$ cat config.mk
export PLATFORM = sky130hd
export DESIGN_NAME = water_tile_scroll_ctrl
export DESIGN_NICKNAME = d
export VERILOG_FILES = /design/src/rtl/water_tile_scroll_ctrl.sv
export SDC_FILE = /design/constraint.sdc
export NUM_CORES = 1
export LEC_CHECK = 0
export ABC_AREA = 1
export CAP_MARGIN = 20
export CORE_ASPECT_RATIO = 1.4
export CORE_MARGIN = 4
export CORE_UTILIZATION = 55
export CTS_CLUSTER_SIZE = 24
export DETAILED_ROUTE_END_ITERATION = 12
export PLACE_DENSITY = 0.9
export REMOVE_ABC_BUFFERS = 1
export SYNTH_ARGS = -nofsm -noshare
export SYNTH_HDL_FRONTEND = slang
export SYNTH_SLANG_ARGS = --single-unit
$ cat constraint.sdc
create_clock -name vga_clk -period 9.9 [get_ports vga_clk]
set_clock_uncertainty 0.2 [all_clocks]
set_input_delay 2.475 -clock vga_clk [delete_from_list [all_inputs] [get_ports vga_clk]]
set_output_delay 2.475 -clock vga_clk [all_outputs]
set_load 0.005 [all_outputs]
$ cat src/rtl/water_tile_scroll_ctrl.sv
// Water tile ROM address scheduler: tiles a scrolling, animated texture across the raster.
// Optional animation divider and frame cycling enabled by defining WATER_ANIM_EN.
module water_tile_scroll_ctrl #(
  parameter int TILE_W     = 96,
  parameter int TILE_H     = 96,
  parameter int NUM_FRAMES = 4,
  parameter int ANIM_DIV   = 8,
  parameter int ADDR_W     = 16
) (
  input  logic              vga_clk,
  input  logic              reset_n,
  input  logic [9:0]        DrawX,
  input  logic [9:0]        DrawY,
  input  logic              blank,
  input  logic              frame_start,
  input  logic              cfg_valid,
  output logic              cfg_ready,
  input  logic [3:0]        cfg_speed,
  input  logic              cfg_enable,
  output logic [ADDR_W-1:0] rom_address,
  output logic              pix_valid,
  output logic [6:0]        scroll_x,
  output logic [1:0]        anim_frame
);

  generate
    if (NUM_FRAMES * TILE_W * TILE_H > (1 << ADDR_W) || ANIM_DIV < 1) begin : g_bad_cfg
      $error("water_tile_scroll_ctrl: parameters do not fit the ROM address space");
    end
  endgenerate

  typedef enum logic {IDLE, PENDING} cfg_state_t;

  cfg_state_t  state_q, state_d;
  logic        frame_start_q;
  logic        tick;
  logic        accept, apply;
  logic [3:0]  act_speed, pend_speed;
  logic        act_en, pend_en;
  logic [1:0]  blank_q;
  logic [7:0]  scroll_sum;
  logic [6:0]  scroll_nxt;
  logic [10:0] sum_x;
  logic [6:0]  tx, ty;
  logic [ADDR_W-1:0] frame_base;
  logic [ADDR_W-1:0] addr_d;

  assign tick = frame_start & ~frame_start_q;

  always_ff @(posedge vga_clk or negedge reset_n) begin
    if (!reset_n) state_q <= IDLE;
    else          state_q <= state_d;
  end

  // An offer accepted in IDLE never sees apply in the same cycle, so a coincident tick uses the old values.
  always_comb begin
    state_d   = state_q;
    cfg_ready = 1'b0;
    accept    = 1'b0;
    apply     = 1'b0;
    case (state_q)
      IDLE: begin
        cfg_ready = 1'b1;
        if (cfg_valid) begin
          accept  = 1'b1;
          state_d = PENDING;
        end
      end
      PENDING: begin
        if (tick) begin
          apply   = 1'b1;
          state_d = IDLE;
        end
      end
      default: state_d = IDLE;
    endcase
  end

  assign scroll_sum = {1'b0, scroll_x} + {4'b0, act_speed};
  assign scroll_nxt = (scroll_sum >= 8'(TILE_W)) ? 7'(scroll_sum - 8'(TILE_W)) : scroll_sum[6:0];

  always_ff @(posedge vga_clk or negedge reset_n) begin
    if (!reset_n) begin
      frame_start_q <= 1'b0;
      scroll_x      <= '0;
      act_speed     <= 4'd1;
      act_en        <= 1'b1;
      pend_speed    <= '0;
      pend_en       <= 1'b0;
    end else begin
      frame_start_q <= frame_start;
      if (tick && act_en) scroll_x <= scroll_nxt;
      if (accept) begin
        pend_speed <= cfg_speed;
        pend_en    <= cfg_enable;
      end
      if (apply) begin
        act_speed <= pend_speed;
        act_en    <= pend_en;
      end
    end
  end

`ifdef WATER_ANIM_EN
  localparam int DIV_W = (ANIM_DIV > 1) ? $clog2(ANIM_DIV) : 1;
  logic [DIV_W-1:0] div_q;

  always_ff @(posedge vga_clk or negedge reset_n) begin
    if (!reset_n) begin
      div_q      <= '0;
      anim_frame <= '0;
    end else if (tick && act_en) begin
      if (div_q == DIV_W'(ANIM_DIV - 1)) begin
        div_q      <= '0;
        anim_frame <= (anim_frame == 2'(NUM_FRAMES - 1)) ? '0 : anim_frame + 2'd1;
      end else begin
        div_q <= div_q + DIV_W'(1);
      end
    end
  end

  assign frame_base = ADDR_W'(anim_frame) * ADDR_W'(TILE_W * TILE_H);
`else
  assign anim_frame = '0;
  assign frame_base = '0;
`endif

  assign sum_x  = {1'b0, DrawX} + {4'b0, scroll_x};
  assign tx     = 7'(sum_x % 11'(TILE_W));
  assign ty     = 7'(DrawY % 10'(TILE_H));
  assign addr_d = frame_base + ADDR_W'(ty) * ADDR_W'(TILE_W) + ADDR_W'(tx);

  always_ff @(posedge vga_clk or negedge reset_n) begin
    if (!reset_n) begin
      rom_address <= '0;
      blank_q     <= '0;
    end else begin
      rom_address <= addr_d;
      blank_q     <= {blank_q[0], blank};
    end
  end

  assign pix_valid = blank_q[1];

endmodule

==> summary.md <==
| Metric | Value |
|---|---|
| Status | finished clean |
| Final Hold Fails | 0 |
| CP bufs+invs | 3 |
| Fin nets | between 400 and 500 |
| First-pass GRT wire length | 9.39 mm |
| M3 GR Usage | 0.0432 |
| Crit path launch | DrawX[0] |
| Crit Path Category | in2reg |
| Initial Util | 0.565 |
| HP Start | blank_q[0] |
| Avg WL per Cell | 12.3 um |
| Clk network pwr share | 0.142 |
| Final worst-path cycle share | 0.625 |
| Worst reg-to-reg setup slack | between 5 and 6 ns |
| Fmax | between 0.15 and 0.2 GHz |
| Share of cells above drive strength 1 | 0.105 |
| Antenna-violating nets left | 0 |
| Largest stage delay on the critical path | roughly 0.4 ns |
| Seq/Total Area, Yosys | 0.353 |
| Netlist Area Pre-Place | approximately 0.0026 sq mm |
| TNS Setup | 0 ns |
| Die X | 65.7 um |
| Critical-path cell list | clkdlybuf4s50_1 -> ha_1 -> fa_1 -> nand2_1 -> nand2_1 -> and2_1 -> a31o_2 -> xor2_1 -> nand4_1 -> nand2_2 -> o21ai_1 -> nand2_1 -> inv_1 -> ha_1 -> a21oi_1 -> nor3_1 -> inv_1 -> nor2_1 -> and3_1 -> nand3_1 -> xor2_1 |
| Worst skew pair latency | around 0.28 ns |
| Vias in the first global route | around 2.4k |
| Worst setup EP type | register |
| Final total power | 0.887 mW |
| GR met2 Demand/Resource | 0.401 |
| Yosys warning count | 0 |
| PwrDens | about 270 mW/mm^2 |
| CTS Hold Bufs | 0 |
| Worst path depth | 21 |
| Crit path top cell by count | nand2_1 |
| Vias | approximately 2.2k |
| DRT Wirelength | 5.45 mm |
| Detail-routed via count per cell | 5.05 |
| Gpl congestion | roughly 0.86 |
| HPWL after detailed placement | 4.47 mm |
| Setup bufs post-CTS | 0 |
| RSZ-0062 raised after global routing | no |
| Number of port buffers | between 50 and 60 |
| Startpoint types | primary input |
| Initial antenna violation count | 0 |
| Hold crit path type | reg2reg |
| H-tree depth | 2 |
| Seq pwr share | 0.280 |
| Busiest grt layer | met2 |
| Cts bufs inserted | 5 |
| M1 GR Usage | 0.197 |
| Worst-Margin Slew | 0.797 ns |
| Switching power | between 0.3 and 0.4 mW |
| Yosys reg bits | 36 |
| Clock sinks | 36 |
| Die H | 88.8 um |
| Pint | around 0.52 mW |
| Critical Path Fanout Max | 4 |
| Worst path slowest cell | clkdlybuf4s50_1 |
| Library cells used by synthesis | 33 |
| Max VDD drop | around 0.16 mV |
| Max clock buf depth | 2 |
| Critical Path RT | 9.86 ns |
| IO Count | 57 |
| Final min period | approximately 6.2 ns |
| Combinational power share | 0.577 |
| DRT Pass-1 Iters | 4 |
| Switching part of the total | 0.412 |
| Most common cell after layout, fill and taps aside | nand2_1 |
| Syn_area_per_cell | approximately 7.9 sq um |
| Drt initial violations | between 60 and 70 |
| Grt ovf | 0 |
| Std cell rows | 29 |
| Root Buffer | clkbuf_8 |
| Die ar. | between 0.005 and 0.006 sq mm |
| Total core area | about 0.0045 sq mm |
| Max-slew violation count | 0 |
| Final-report setup violation count | 0 |
| Capturing point of the worst reg2reg path | rom_address[13] |
| Arrival time worst endpoint | 6.16 ns |
| Max Cap Violations | 0 |
| Hold depth | 0 |
| Clk slew on worst S/H paths | 0.07 ns |
| N_diodes | 0 |
| Worst r2r src | scroll_x[0] |
| Leak Pwr | 1.68 nW |
| Resized cells post-CTS | 0 |
| Most frequent cells in the layout | 89 x nand2_1, 52 x clkdlybuf4s50_1, 46 x inv_1 |
| Synth-to-Final Area Change | 27.0% |
| Worst Hold End | blank_q[1] |
| DR DRC count | 0 |
| Syn Inst Count | between 300 and 400 |
| Slew headroom | 0.468 |
| Delay-heaviest family, CP | simple AND/OR/NAND/NOR gates |
| GRT Util Overall | 0.205 |
| TritonCTS clock tree | yes |
| Largest net degree at the start of global routing | 37 |
| Cells on worst reg2reg path | 20 |
[flip-flops by register name (all words and copies together), names as in the netlist]
register       flops
blank_q            2
act_en             1
act_speed          4
scroll_x           7
rom_address       15
state_q            1
pend_en            1
pend_speed         4
frame_start_q      1
[layout make-up]
class	count	area, sq um
Multi-Input combinational cell	237	1460
Clock buffer	5	68.8
Clock inverter	3	42.5
Inverter	47	176
Sequential cell	36	903
Tap cell	62	77.6
Timing Repair Buffer	53	526
Fill cell	344	1280
[how the worst max path moves through the flow]
stage,endpoint
2_1_floorplan,rom_address[13]
3_3_place_gp,rom_address[13]
3_5_place_dp,rom_address[13]
4_1_cts,rom_address[13]
5_1_grt,rom_address[13]
6_report,rom_address[13]
[power by group through the flow]
| stage | logic [mW] | clock network (mW) | registers [mW] |
|---|---|---|---|
| 6_report | 0.512 | 0.126 | 0.249 |
| 5_1_grt | 0.578 | 0.137 | 0.256 |
| 4_1_cts | 0.513 | 0.129 | 0.249 |
| 3_5_place_dp | 0.504 | 0 | 0.251 |
| 3_3_place_gp | 0.480 | 0 | 0.248 |
| 2_1_floorplan | 0.328 | 0 | 0.247 |
[cell usage after synthesis (all sizes together)]
library cell | count | share of area
dfrtp | 34 | 0.33
a31o | 1 | 0.0034
o21ai | 13 | 0.027
ha | 24 | 0.12
nor3 | 1 | 0.0020
and3 | 1 | 0.0024
dfstp | 2 | 0.021
mux2 | 5 | 0.022
a211oi | 1 | 0.0029
a22oi | 1 | 0.0029
conb | 1 | 0.0015
nand2 | 97 | 0.15
or2 | 4 | 0.0098
clkbuf | 2 | 0.0029
xor2 | 17 | 0.058
a31oi | 3 | 0.0073
a21oi | 16 | 0.037
buf | 3 | 0.0088
and2 | 1 | 0.0024
xnor2 | 3 | 0.010
nand4 | 2 | 0.0049
inv | 47 | 0.069
fa | 3 | 0.023
nor2 | 15 | 0.024
nand3 | 26 | 0.059
[routing by layer]
layer | vias to the layer above | part of all wire
met1 | 1029 | 0.36
met2 | 59 | 0.57
met4 | 0 | 0.024
li1 | 1137 | -
met3 | 12 | 0.051
met5 | - | 0
[per-stage QoR]
stage / hold slack [ns] / cell area (sq um) / util / setup slack [ns] / instances
after floorplan: 0.131 / 2540 / - / 4.18 / 320
after global placement: 0.135 / 3140 / 0.693 / 3.60 / 435
after detailed placement: 0.144 / 3140 / 0.693 / 3.43 / 435
after CTS: 0.167 / 3250 / 0.718 / 3.70 / 443
after global routing: 0.183 / 3250 / 0.718 / 3.36 / 443
final: 0.158 / 3250 / 0.718 / 3.71 / 443
[cells by family after synthesis]
group | synth area share
other | 0.00146
and+or+nand+nor | 0.254
AOI/OAI and AO/OA | 0.0806
buffers and inverters | 0.0806
xor gates and xnor gates | 0.0684
DFF | 0.353
muxes | 0.0220
adders and majority gates | 0.141
No activity file was read; power rests on OpenSTA's default activity.
